[config.mk]
export PLATFORM = sky130hd
export DESIGN_NAME = wmst_ctrl
export DESIGN_NICKNAME = d
export VERILOG_FILES = /design/src/rtl/wmst_pkg.sv /design/src/rtl/wmst_ctrl.sv
export SDC_FILE = /design/constraint.sdc
export NUM_CORES = 1
export LEC_CHECK = 0
export CORE_MARGIN = 10
export CORE_UTILIZATION = 54
export CTS_CLUSTER_SIZE = 30
export DETAILED_ROUTE_END_ITERATION = 10
export PLACE_DENSITY = 0.81
export REMOVE_ABC_BUFFERS = 1
export SYNTH_ARGS = -nofsm -noshare
export SYNTH_HDL_FRONTEND = slang
export SYNTH_SLANG_ARGS = --single-unit
[constraint.sdc]
create_clock -name clk -period 3.8 [get_ports clk]
set_input_delay 1.14 -clock clk [delete_from_list [all_inputs] [get_ports clk]]
set_output_delay 1.14 -clock clk [all_outputs]
set_load 0.02 [all_outputs]
[src/rtl/wmst_pkg.sv]
// Shared definitions for the result write-master controller: state encoding
// and the default burst (tile) length.
package wmst_pkg;

  typedef enum logic [2:0] {
    S_IDLE   = 3'd0,
    S_WAIT   = 3'd1,
    S_CONFIG = 3'd2,
    S_TRANS  = 3'd3,
    S_DONE   = 3'd4,
    S_FINISH = 3'd5
  } wmst_state_t;

  localparam int TILE_LEN_DEF = 128;

endpackage

[src/rtl/wmst_ctrl.sv]
// Write-master controller: splits a DATA_SIZE-word store job into bursts of at
// most TILE_LEN words, launching each burst only once the outgoing FIFO holds
// enough words, and advancing the byte address by 4 bytes per word.
// Optional feature: define WMST_STALL_CNT_EN to add the stall_cycles output,
// which counts cycles spent waiting on the FIFO during the current job.
module wmst_ctrl
  import wmst_pkg::*;
#(
  parameter int AW        = 12,
  parameter int DW        = 32,
  parameter int DATA_SIZE = 1024,
  parameter int TILE_LEN  = TILE_LEN_DEF
) (
  input  logic          clk,
  input  logic          rst,
  input  logic          store_start,
  output logic          store_done,
  output logic          busy,
  output logic [DW-1:0] param_waddr,
  output logic [AW-1:0] param_iolen,
  output logic          store_trans_start,
  input  logic          store_trans_done,
  input  logic [AW:0]   store_fifo_count
`ifdef WMST_STALL_CNT_EN
  ,
  output logic [31:0]   stall_cycles
`endif
);

  localparam logic [AW:0] LP_SIZE = (AW+1)'(DATA_SIZE);
  localparam logic [AW:0] LP_TILE = (AW+1)'(TILE_LEN);

  wmst_state_t r_state;
  wmst_state_t w_next;
  logic [AW:0] r_len;
  logic [AW:0] w_tile;
  logic [AW:0] w_len_sub;
  logic        w_fifo_ok;
  logic        w_accept;

  // Burst size and readiness derived from the remaining length.
  always_comb begin
    w_tile    = (r_len > LP_TILE) ? LP_TILE : r_len;
    w_len_sub = r_len - {1'b0, param_iolen};
    w_fifo_ok = (store_fifo_count >= w_tile);
    w_accept  = (r_state == S_IDLE) && store_start;
  end

  // Next-state logic.
  always_comb begin
    w_next = r_state;
    case (r_state)
      S_IDLE:   if (store_start) w_next = (LP_SIZE == '0) ? S_FINISH : S_WAIT;
      S_WAIT:   if (w_fifo_ok) w_next = S_CONFIG;
      S_CONFIG: w_next = S_TRANS;
      S_TRANS:  if (store_trans_done) w_next = S_DONE;
      S_DONE:   w_next = (w_len_sub == '0) ? S_FINISH : S_WAIT;
      S_FINISH: w_next = S_IDLE;
      default:  w_next = S_IDLE;
    endcase
  end

  // State register plus registered outputs; flag outputs are decoded from
  // the next state so they line up with the state they describe.
  always_ff @(posedge clk or posedge rst) begin
    if (rst) begin
      r_state           <= S_IDLE;
      r_len             <= '0;
      param_waddr       <= '0;
      param_iolen       <= '0;
      busy              <= 1'b0;
      store_done        <= 1'b0;
      store_trans_start <= 1'b0;
    end else begin
      r_state           <= w_next;
      busy              <= (w_next != S_IDLE);
      store_done        <= (w_next == S_FINISH);
      store_trans_start <= (r_state == S_CONFIG);
      case (r_state)
        S_IDLE: if (store_start) begin
          r_len       <= LP_SIZE;
          param_waddr <= '0;
        end
        S_CONFIG: param_iolen <= w_tile[AW-1:0];
        S_DONE: begin
          r_len       <= w_len_sub;
          param_waddr <= param_waddr + DW'({param_iolen, 2'b00});
        end
        default: ;
      endcase
    end
  end

`ifdef WMST_STALL_CNT_EN
  // Saturating count of FIFO-wait cycles, restarted for each accepted job.
  always_ff @(posedge clk or posedge rst) begin
    if (rst)
      stall_cycles <= '0;
    else if (w_accept)
      stall_cycles <= '0;
    else if ((r_state == S_WAIT) && (stall_cycles != '1))
      stall_cycles <= stall_cycles + 32'd1;
  end
`else
  logic w_unused;
  assign w_unused = w_accept;
`endif

endmodule

* After elaboration in Yosys (flattened, before gate mapping) *
Cells that the tools add are included.

operators by class
  add/sub/neg operators = 2
  $mul = 0
  divide/modulo/power cells = 0
  magnitude comparators = 2
  equal/unequal tests = 6
  shift-type cells = 0
  multiplexer cells = 10
  bitwise gates (word level) = 0
  reduce and logical (&&, ||, !) cells = 5

operators by type and width
  cell                                                 number
  one-hot mux 32 bit (2 select lines)                  1
  adder 32 x 14 -> 32 bit                              1
  two-way mux 32 bit                                   1
  two-way mux 13 bit                                   2
  one-hot mux 13 bit (2 select lines)                  1
  one-hot mux 3 bit (5 select lines)                   1
  >= comparator 13 bit                                 1
  > comparator 13 x 8 -> 1 bit, second input constant  1
  zero test 13 bit                                     1
  subtractor 13 x 12 -> 13 bit                         1
  two-way mux 3 bit                                    4
  equality test 3 x 2 -> 1 bit, second input constant  2
  equality test 3 bit, second input constant           2
  equality test 3 x 1 -> 1 bit, second input constant  1
  zero test 3 bit                                      1
  nonzero test 3 bit                                   1
  inequality test 2 bit, second input constant         1
  AND reduction 2 bit                                  1
  nonzero test 2 bit                                   1

storage, ports and cells
  register bits after elaboration = 63
  latch bits = 0
  RAM bits = 0
  memory bits (read-only) = 0
  logic and storage cells = 32
  memories = 0

* Depth between registers and ports, before layout *
Gate-level depths: netlist of run 1.

  word-level depth = 6
  depth in mapped cells = 12

* Worst setup path after synthesis of run 1 *
OpenSTA, ideal clock, no wires.

  path kind = reg-to-reg
  start = reg param_waddr[2]
  end = reg param_waddr[24]
  data arrival time = 2663 ps
  required time = 3704 ps
  path slack = 1041 ps
  stages on the path, launching flop included = 11
  cells stage by stage = dfrtp_1 ha_1 fa_1 a211oi_1 nor2_1 nor4_1 o31ai_1 o41ai_2 clkbuf_1 o211ai_1 o31ai_1

between the ends
  word-level cells in the longest chain between the ends = 2

ends and longest elaborated chain
  what                                 line             source
  start, declared                      wmst_ctrl.sv:19  output logic [DW-1:0] param_waddr,
  start signal, assigned               wmst_ctrl.sv:87  param_waddr <= param_waddr + DW'({param_iolen, 2'b00});
  adder 32 x 14 -> 32 bit              wmst_ctrl.sv:87
  one-hot mux 32 bit (2 select lines)  wmst_ctrl.sv:79  case (r_state)

Every way passes these cells.
A chain may end at the register's enable or synchronous reset.

* Worst setup path after layout of run 1 *
  start = reg r_len[0]
  end = reg r_state[2]

between the ends
  word-level cells in the longest chain between the ends = 5
  elaborated cells between the ends (all ways) = 8
  classes of those cells = 1 x add/sub; 2 x order compare; 4 x mux; 1 x reduce/logical

ends and longest elaborated chain
  what                                  line             source
  start, declared                       wmst_ctrl.sv:35  logic [AW:0] r_len;
  start signal, assigned                wmst_ctrl.sv:86  r_len <= w_len_sub;
  > comparator 13 x 8 -> 1 bit          wmst_ctrl.sv:43  w_tile = (r_len > LP_TILE) ? LP_TILE : r_len;
  two-way mux 13 bit                    wmst_ctrl.sv:43
  >= comparator 13 bit                  wmst_ctrl.sv:45  w_fifo_ok = (store_fifo_count >= w_tile);
  two-way mux 3 bit                     wmst_ctrl.sv:54  S_WAIT: if (w_fifo_ok) w_next = S_CONFIG;
  one-hot mux 3 bit (5 select lines) *  wmst_ctrl.sv:52  case (r_state)
  via w_next[2]                         wmst_ctrl.sv:34  wmst_state_t w_next;
  end signal, assigned                  wmst_ctrl.sv:75  r_state <= w_next;
  end, declared                         wmst_ctrl.sv:33  wmst_state_t r_state;

Mark *: on every way through the listed nets, which the timed path passes. The rest lies on a longest branch.

==> results of run 1 <==
==> routing by layer <==
metal / up-vias / wire length (um)
li1: 1663 / -
met2: 92 / 5010
met4: 0 / 198
met3: 15 / 408
met1: 1659 / 4350
met5: - / 0
==> flip-flops by register name, indices dropped and copies added, names as in the netlist <==
signal,count
busy,1
param_iolen,12
param_waddr,30
r_len,13
r_state,3
store_done,1
store_trans_start,1
==> layout make-up <==
| class | count | area, um2 | share of cell area (%) |
|---|---|---|---|
| clock buffers | 11 | 141 | 2.91 |
| clock inverters | 4 | 72.6 | 1.49 |
| inverters | 22 | 82.6 | 1.70 |
| multi-input cells | 334 | 2270 | 46.7 |
| flip-flops and latches | 61 | 1530 | 31.4 |
| well taps | 96 | 120 | 2.47 |
| repair buffers | 64 | 646 | 13.3 |
==> cells in the final DEF, fill, tap and decap left out, types with 3 or more instances in the layout <==
| cell type | count |
|---|---|
| sky130_fd_sc_hd__nor2_1 | 32 |
| sky130_fd_sc_hd__clkdlybuf4s50_1 | 61 |
| sky130_fd_sc_hd__nand3b_1 | 3 |
| sky130_fd_sc_hd__a211oi_1 | 4 |
| sky130_fd_sc_hd__dfrtp_1 | 61 |
| sky130_fd_sc_hd__clkbuf_8 | 10 |
| sky130_fd_sc_hd__a21o_1 | 7 |
| sky130_fd_sc_hd__nor4_1 | 3 |
| sky130_fd_sc_hd__and3_1 | 4 |
| sky130_fd_sc_hd__nor3_1 | 8 |
| sky130_fd_sc_hd__o31ai_1 | 12 |
| sky130_fd_sc_hd__xor2_1 | 8 |
| sky130_fd_sc_hd__conb_1 | 7 |
| sky130_fd_sc_hd__or3_1 | 4 |
| sky130_fd_sc_hd__nand3_1 | 9 |
| sky130_fd_sc_hd__a21oi_1 | 17 |
| sky130_fd_sc_hd__o211ai_1 | 7 |
| sky130_fd_sc_hd__o21ai_0 | 31 |
| sky130_fd_sc_hd__mux2i_1 | 13 |
| sky130_fd_sc_hd__xnor2_1 | 8 |
| sky130_fd_sc_hd__a22o_1 | 10 |
| sky130_fd_sc_hd__nand2_1 | 56 |
| sky130_fd_sc_hd__nand2b_1 | 6 |
| sky130_fd_sc_hd__nand4_1 | 6 |
| sky130_fd_sc_hd__ha_1 | 37 |
| sky130_fd_sc_hd__o21a_1 | 5 |
| sky130_fd_sc_hd__inv_1 | 21 |
==> path summary, 6_finish.rpt <==
path	from	to	cells after the start
hold reg to reg	param_waddr[31]$_DFFE_PP0P_	param_waddr[31]$_DFFE_PP0P_	1
max in group asynchronous	rst	r_len[11]$_DFFE_PP0P_	3
hold / removal	param_waddr[31]$_DFFE_PP0P_	param_waddr[31]$_DFFE_PP0P_	1
setup / recovery	r_len[0]$_DFFE_PP0P_	r_state[2]$_DFF_PP0_	11
setup reg to reg	r_len[0]$_DFFE_PP0P_	r_state[2]$_DFF_PP0_	11
min in group asynchronous	rst	param_waddr[6]$_DFFE_PP0P_	2
==> power by group <==
part / total, mW / internal [mW] / switching [mW] / leakage, nW
sequential: 0.788 / 0.710 / 0.0772 / 0.835
clock: 0.633 / 0.383 / 0.250 / 0.105
combinational: 0.813 / 0.361 / 0.453 / 1.26
==> metrics by stage <==
| stage | cells | setup slack (ps) | area, um2 |
|---|---|---|---|
| 6_report | 592 | 829 | 4860 |
| 5_1_grt | 592 | 536 | 4860 |
| 4_1_cts | 592 | 820 | 4860 |
| 3_5_place_dp | 577 | 799 | 4640 |
| 3_3_place_gp | 577 | 826 | 4640 |
| 2_1_floorplan | 417 | 764 | 3880 |
==> worst max-delay path, cell delays in order (launching register included) <==
cell and delay, ps:
sky130_fd_sc_hd__dfrtp_1 410, sky130_fd_sc_hd__inv_1 70, sky130_fd_sc_hd__ha_1 150, sky130_fd_sc_hd__inv_1 50, sky130_fd_sc_hd__fa_1 400, sky130_fd_sc_hd__a211oi_1 430, sky130_fd_sc_hd__nor3_1 150, sky130_fd_sc_hd__o41ai_1 420
sky130_fd_sc_hd__nor2b_1 210, sky130_fd_sc_hd__xnor2_1 90, sky130_fd_sc_hd__or3_1 380, sky130_fd_sc_hd__o21ai_2 140
==> cell families after synthesis <==
kind of cell,share of synthesized area (%)
XOR/XNOR,3.58
buffers and inverters,3.55
flip-flops,39.0
multiplexers,3.61
AO/OA/AOI/OAI,19.3
AND/OR/NAND/NOR,18.0
other,0.192
adder cells (fa/ha/maj),12.8
==> impl_metrics.prom, run 1 <==
# TYPE chip_impl_metric gauge
chip_impl_metric{name="use_met1",unit="%"} 21.8
chip_impl_metric{name="drt-total-wl",unit="um"} 9970
chip_impl_info{name="critPathKind",value="flip-flop to flip-flop"} 1
chip_impl_metric{name="finalHoldViolations",unit=""} 0
chip_impl_info{name="synth_top_cells_by_area",value="sky130_fd_sc_hd__dfrtp_1 (39%), sky130_fd_sc_hd__ha_1 (12%), sky130_fd_sc_hd__nand2_1 (5.4%), sky130_fd_sc_hd__o21ai_0 (4.0%), sky130_fd_sc_hd__mux2i_1 (3.3%)"} 1
chip_impl_metric{name="antenna_found_initial",unit=""} 0
chip_impl_metric{name="synth_seq_cells",unit=""} 61
chip_impl_metric{name="fin_util",unit="%"} 70.3
chip_impl_metric{name="timing_worst_slew_pin_value",unit="ps"} 715
chip_impl_metric{name="fin_crit_sh",unit="%"} 78.2
chip_impl_metric{name="routed_via_density",unit=""} 5.79
chip_impl_metric{name="ys_async_rst_share",unit="%"} 100
chip_impl_metric{name="cts_htree_levels",unit=""} 3
chip_impl_metric{name="placement_rows",unit=""} 30
chip_impl_metric{name="netlist_area",unit="um2"} 3920
chip_impl_metric{name="area.growth.synth_to_final",unit="%"} 24.1
chip_impl_info{name="holdCritPathClass",value="flip-flop to flip-flop"} 1
chip_impl_metric{name="chipHeight",unit="um"} 105
chip_impl_metric{name="yosys.cell_types.count",unit=""} 56
chip_impl_info{name="grt.busiest_layer",value="met2"} 1
chip_impl_metric{name="max-slew-margin-rel",unit="%"} 52.3
chip_impl_metric{name="syn-instance-count",unit=""} 425
chip_impl_info{name="status",value="finished, final reports clean"} 1
chip_impl_metric{name="critPathRequiredTime",unit="ps"} 4060
chip_impl_metric{name="start_util",unit="%"} 56.7
chip_impl_metric{name="syn-mean-instance-area",unit="um2"} 9.21
chip_impl_metric{name="grt_max_degree",unit=""} 34
chip_impl_info{name="rsz0062_at_grt",value="false"} 1
chip_impl_metric{name="total_power",unit="mW"} 2.23
chip_impl_metric{name="cts_inserted_buffers",unit=""} 9
chip_impl_info{name="crit_path_start_kind",value="flip-flop"} 1
chip_impl_metric{name="detailed_place_hpwl",unit="um"} 7700
chip_impl_metric{name="die_w",unit="um"} 105
chip_impl_metric{name="timing.setup.tns",unit="ps"} 0
chip_impl_metric{name="crit_path_max_fanout",unit=""} 4
chip_impl_metric{name="cts_hold_buf",unit=""} 0
chip_impl_metric{name="post-cts-setup-buffer-count",unit=""} 0
chip_impl_metric{name="grt-ovfl-total",unit=""} 0
chip_impl_metric{name="globalRouteMet3Util",unit="%"} 2.64
chip_impl_metric{name="initialDrtViolationCount",unit=""} 160
chip_impl_metric{name="worst_skew_pair.late_latency",unit="ps"} 340
chip_impl_metric{name="slew_viol_final",unit=""} 0
chip_impl_metric{name="num_io_pins",unit=""} 64
chip_impl_metric{name="grt_use_met2",unit="%"} 30.8
chip_impl_metric{name="yosys_warnings",unit=""} 0
chip_impl_metric{name="floorplan.core_area",unit="um2"} 6910
chip_impl_metric{name="synth-seq-area-share",unit="%"} 39.0
chip_impl_metric{name="max_clock_buf_depth",unit=""} 2
chip_impl_metric{name="globalplace.congestion",unit=""} 0.910
chip_impl_metric{name="die_area",unit="um2"} 11100
chip_impl_metric{name="synth.top_cell.area_share",unit="%"} 39.0
chip_impl_metric{name="timing_limited_maximum_frequency",unit="GHz"} 0.337
chip_impl_metric{name="ir_drop",unit="mV"} 0.436
chip_impl_info{name="timing.critical_path.to_type",value="flip-flop"} 1
chip_impl_metric{name="hold_ws",unit="ps"} 482
chip_impl_info{name="clk_root_buffer_cell",value="sky130_fd_sc_hd__clkbuf_8"} 1
chip_impl_metric{name="drc_violation_count_after_routing",unit=""} 0
chip_impl_metric{name="grt_pass1_vias",unit=""} 3345
chip_impl_metric{name="grt_pass1_wl",unit="um"} 16500
chip_impl_metric{name="layout_min_cycle_time",unit="ps"} 2970
chip_impl_metric{name="number_of_vias_after_detailed_routing",unit=""} 3429
chip_impl_metric{name="power_density",unit="nW/um2"} 460
chip_impl_metric{name="final_nets",unit=""} 548
chip_impl_metric{name="first_drt_pass_iteration_count",unit=""} 4
chip_impl_metric{name="total_routing_resource_utilization_after_global_routing",unit="%"} 17.9
chip_impl_metric{name="total_of_fill_cells_in_the_finished_design",unit=""} 553
chip_impl_metric{name="layout-drive-gt1-share",unit="%"} 5.85
chip_impl_metric{name="ff2ff_setup_slack",unit="ps"} 830
chip_impl_metric{name="timing.max_cap.violations",unit=""} 0
chip_impl_metric{name="worst-endpoint-arrival",unit="ps"} 3230
chip_impl_metric{name="cts_resized",unit=""} 0
chip_impl_info{name="tritoncts",value="built"} 1
chip_impl_metric{name="routedWlPerCell",unit="um"} 16.8
chip_impl_metric{name="io_buffer_count",unit=""} 61
chip_impl_info{name="synth.most_common_cell",value="sky130_fd_sc_hd__dfrtp_1"} 1
chip_impl_metric{name="tritoncts_num_sinks",unit=""} 61
chip_impl_metric{name="antenna_cells",unit=""} 0
chip_impl_info{name="yosys_most_used_dff",value="sky130_fd_sc_hd__dfrtp_1"} 1
chip_impl_metric{name="final.setup_skew",unit="ps"} 8.92
chip_impl_info{name="yosys-top-cells-count",value="sky130_fd_sc_hd__dfrtp_1 (61), sky130_fd_sc_hd__nand2_1 (56), sky130_fd_sc_hd__ha_1 (37), sky130_fd_sc_hd__nor2_1 (32), sky130_fd_sc_hd__o21ai_0 (31)"} 1
chip_impl_metric{name="drt.antenna.violating_nets",unit=""} 0
chip_impl_info{name="synth_top_cell_by_area",value="sky130_fd_sc_hd__dfrtp_1"} 1
chip_impl_metric{name="power_leakage",unit="nW"} 2.20
chip_impl_metric{name="clk_pin_slew",unit="ps"} 70
chip_impl_metric{name="synth-edff-count",unit=""} 0
chip_impl_metric{name="timing.final.setup_violations",unit=""} 0
No activity file was read; power rests on OpenSTA's default activity.
==> inputs of run 2 (changes only) <==
==> constraint.sdc (replaced) <==
create_clock -name clk -period 3 [get_ports clk]
set_input_delay 0.9 -clock clk [delete_from_list [all_inputs] [get_ports clk]]
set_output_delay 0.9 -clock clk [all_outputs]
set_load 0.02 [all_outputs]
==> run 2 against run 1 <==
  * Setup slack got worse by 640 ps
  * Worst hold slack got worse by 8.4 ps
  * Flip-flop and latch count unchanged
  * Final area increased by 1.9%
  * Cell count increased by 1.9%
  * Critical path depth increased by 1
  * Non-clock buffer count increased by 10
  * Global-route usage about the same
  * Highest routed layer unchanged
==> impl_metrics.prom, run 2 (same netlist as run 1, synthesis figures left out) <==
# TYPE chip_impl_metric gauge
chip_impl_metric{name="layout-drive-gt1-share",unit="%"} 8.88
chip_impl_metric{name="routed_via_density",unit=""} 5.61
chip_impl_metric{name="slew_viol_final",unit=""} 0
chip_impl_metric{name="clk_pin_slew",unit="ps"} 80
chip_impl_metric{name="worst-endpoint-arrival",unit="ps"} 3080
chip_impl_metric{name="tritoncts_num_sinks",unit=""} 61
chip_impl_metric{name="chipHeight",unit="um"} 105
chip_impl_metric{name="drt.antenna.violating_nets",unit=""} 0
chip_impl_info{name="status",value="finished, final reports clean"} 1
chip_impl_metric{name="fin_crit_sh",unit="%"} 93.7
chip_impl_metric{name="cts_inserted_buffers",unit=""} 9
chip_impl_metric{name="start_util",unit="%"} 56.7
chip_impl_metric{name="cell_count_post_placement",unit=""} 587
chip_impl_metric{name="grt_max_degree",unit=""} 59
chip_impl_metric{name="power_density",unit="nW/um2"} 570
chip_impl_metric{name="timing.max_cap.violations",unit=""} 0
chip_impl_metric{name="post_layout_nonfiller_instances",unit=""} 603
chip_impl_metric{name="first_drt_pass_iteration_count",unit=""} 4
chip_impl_metric{name="globalRouteMet3Util",unit="%"} 3.87
chip_impl_metric{name="layout_min_cycle_time",unit="ps"} 2810
chip_impl_metric{name="final_nets",unit=""} 558
chip_impl_metric{name="crit_path_max_fanout",unit=""} 4
chip_impl_metric{name="max-slew-margin-rel",unit="%"} 56.8
chip_impl_info{name="crit_path_start_kind",value="flip-flop"} 1
chip_impl_metric{name="cts_htree_levels",unit=""} 3
chip_impl_info{name="timing.critical_path.to_type",value="flip-flop"} 1
chip_impl_info{name="clk_root_buffer_cell",value="sky130_fd_sc_hd__clkbuf_8"} 1
chip_impl_metric{name="power_leakage",unit="nW"} 2.26
chip_impl_metric{name="area.growth.synth_to_final",unit="%"} 26.4
chip_impl_metric{name="grt_pass1_wl",unit="um"} 16300
chip_impl_metric{name="worst_skew_pair.late_latency",unit="ps"} 350
chip_impl_metric{name="die_area",unit="um2"} 11100
chip_impl_metric{name="num_io_pins",unit=""} 64
chip_impl_metric{name="die_w",unit="um"} 105
chip_impl_metric{name="drc_violation_count_after_routing",unit=""} 0
chip_impl_metric{name="timing_worst_slew_pin_value",unit="ps"} 642
chip_impl_metric{name="use_met1",unit="%"} 20.8
chip_impl_info{name="grt.busiest_layer",value="met2"} 1
chip_impl_metric{name="largest_register_ffs",unit=""} 30
chip_impl_info{name="largestRegisters",value="param_waddr: 30 flops, r_len: 13 flops, param_iolen: 12 flops"} 1
chip_impl_info{name="tritoncts",value="built"} 1
chip_impl_metric{name="critPathRequiredTime",unit="ps"} 3270
chip_impl_info{name="critPathKind",value="flip-flop to flip-flop"} 1
chip_impl_metric{name="ir_drop",unit="mV"} 0.625
chip_impl_metric{name="placement_rows",unit=""} 30
chip_impl_metric{name="finalHoldViolations",unit=""} 0
chip_impl_metric{name="initialDrtViolationCount",unit=""} 202
chip_impl_metric{name="layout.area.seq",unit="um2"} 1530
chip_impl_info{name="holdCritPathClass",value="flip-flop to flip-flop"} 1
chip_impl_metric{name="io_buffer_count",unit=""} 61
chip_impl_metric{name="detailed_place_hpwl",unit="um"} 7740
chip_impl_info{name="top_register",value="param_waddr"} 1
chip_impl_metric{name="globalplace.congestion",unit=""} 0.878
chip_impl_metric{name="number_of_vias_after_detailed_routing",unit=""} 3380
chip_impl_metric{name="antenna_found_initial",unit=""} 0
chip_impl_metric{name="total_routing_resource_utilization_after_global_routing",unit="%"} 17.9
chip_impl_metric{name="floorplan.core_area",unit="um2"} 6910
chip_impl_metric{name="drt-total-wl",unit="um"} 9930
chip_impl_metric{name="multiInputGateArea",unit="um2"} 2290
chip_impl_metric{name="total_of_fill_cells_in_the_finished_design",unit=""} 533
chip_impl_metric{name="timing_limited_maximum_frequency",unit="GHz"} 0.356
chip_impl_metric{name="antenna_cells",unit=""} 0
chip_impl_metric{name="routedWlPerCell",unit="um"} 16.5
chip_impl_metric{name="grt_use_met2",unit="%"} 31.4
chip_impl_metric{name="grt-ovfl-total",unit=""} 0
chip_impl_metric{name="max_clock_buf_depth",unit=""} 2
chip_impl_info{name="rsz0062_at_grt",value="false"} 1
chip_impl_metric{name="total_power",unit="mW"} 2.82
chip_impl_metric{name="timing.final.setup_violations",unit=""} 0
chip_impl_info{name="most-common-layout-cells",value="sky130_fd_sc_hd__dfrtp_1 (61), sky130_fd_sc_hd__clkdlybuf4s50_1 (61), sky130_fd_sc_hd__nand2_1 (56), sky130_fd_sc_hd__ha_1 (37), sky130_fd_sc_hd__nor2_1 (32)"} 1
chip_impl_metric{name="grt_pass1_vias",unit=""} 3324
chip_impl_metric{name="final.setup_skew",unit="ps"} 10.9
-- run 2: cell types whose count changed in the layout (fill, tap and decap cells not counted), sizes merged --
cell	delta
buf	+10
bufinv	-1
clkbuf	-1
clkinv	+2
clkinvlp	-1
inv	+2
-- run 2: layout make-up --
class                      instances  share of cell area, %
multi-input combinational        334                   46.3
sequential                        61                   30.8
timing repair buffer              74                   14.6
clock buffer                      10                   2.78
clock inverter                     6                   1.42
tap                               96                   2.43
inverter                          22                   1.67
-- run 2: power by group --
group	internal, mW	total, mW	switching (mW)
clock	0.413	0.757	0.344
combinational	0.488	1.07	0.582
sequential	0.899	0.996	0.0964
-- run 2: critical path, cell delays in order, from the launching register on --
cell and delay [ps]:
sky130_fd_sc_hd__dfrtp_1 420, sky130_fd_sc_hd__inv_1 80, sky130_fd_sc_hd__ha_1 170, sky130_fd_sc_hd__inv_1 60, sky130_fd_sc_hd__fa_1 400, sky130_fd_sc_hd__a211oi_1 250, sky130_fd_sc_hd__buf_4 170, sky130_fd_sc_hd__nor3_1 70
sky130_fd_sc_hd__o41ai_2 300, sky130_fd_sc_hd__nor2b_2 230, sky130_fd_sc_hd__xnor2_1 80, sky130_fd_sc_hd__or3_1 380, sky130_fd_sc_hd__o21ai_2 140
-- run 2: final timing paths --
check / cells past startpoint / from / slack, ps / to
hold / removal: 1 / param_waddr[31]$_DFFE_PP0P_ / 470 / param_waddr[31]$_DFFE_PP0P_
setup reg to reg: 12 / r_len[0]$_DFFE_PP0P_ / 190 / r_state[2]$_DFF_PP0_
hold reg to reg: 1 / param_waddr[31]$_DFFE_PP0P_ / 470 / param_waddr[31]$_DFFE_PP0P_
min in group asynchronous: 2 / rst / 740 / param_waddr[3]$_DFFE_PP0P_
setup / recovery: 12 / r_len[0]$_DFFE_PP0P_ / 190 / r_state[2]$_DFF_PP0_
max in group asynchronous: 3 / rst / 1740 / param_iolen[5]$_DFFE_PP0P_
-- run 2: stage by stage --
stage          util (%)  hold slack [ps]  TNS (ps)  worst slack, ps  area [um2]
2_1_floorplan         -              486     -36.0            -36.0        3880
3_3_place_gp       68.3              457         0              211        4720
3_5_place_dp       68.3              466         0              116        4720
4_1_cts            71.3              475         0             79.8        4930
5_1_grt            71.6              522         0             9.07        4950
6_report           71.6              474         0              190        4950
-- run 2: what timing repair did --
action / 4_1_cts / 5_1_grt
hold buffers: 0 / 0
buffers inserted: 0 / 0
endpoints found under the setup margin: 0 / 3
resized for setup: 0 / 4
-- run 2: routing by layer --
metal,wire length [um],vias up,share of wire (%)
met2,5010,77,51
met1,4310,1599,43
met3,428,14,4.3
met4,168,0,1.7
met5,0,-,0
li1,-,1690,-
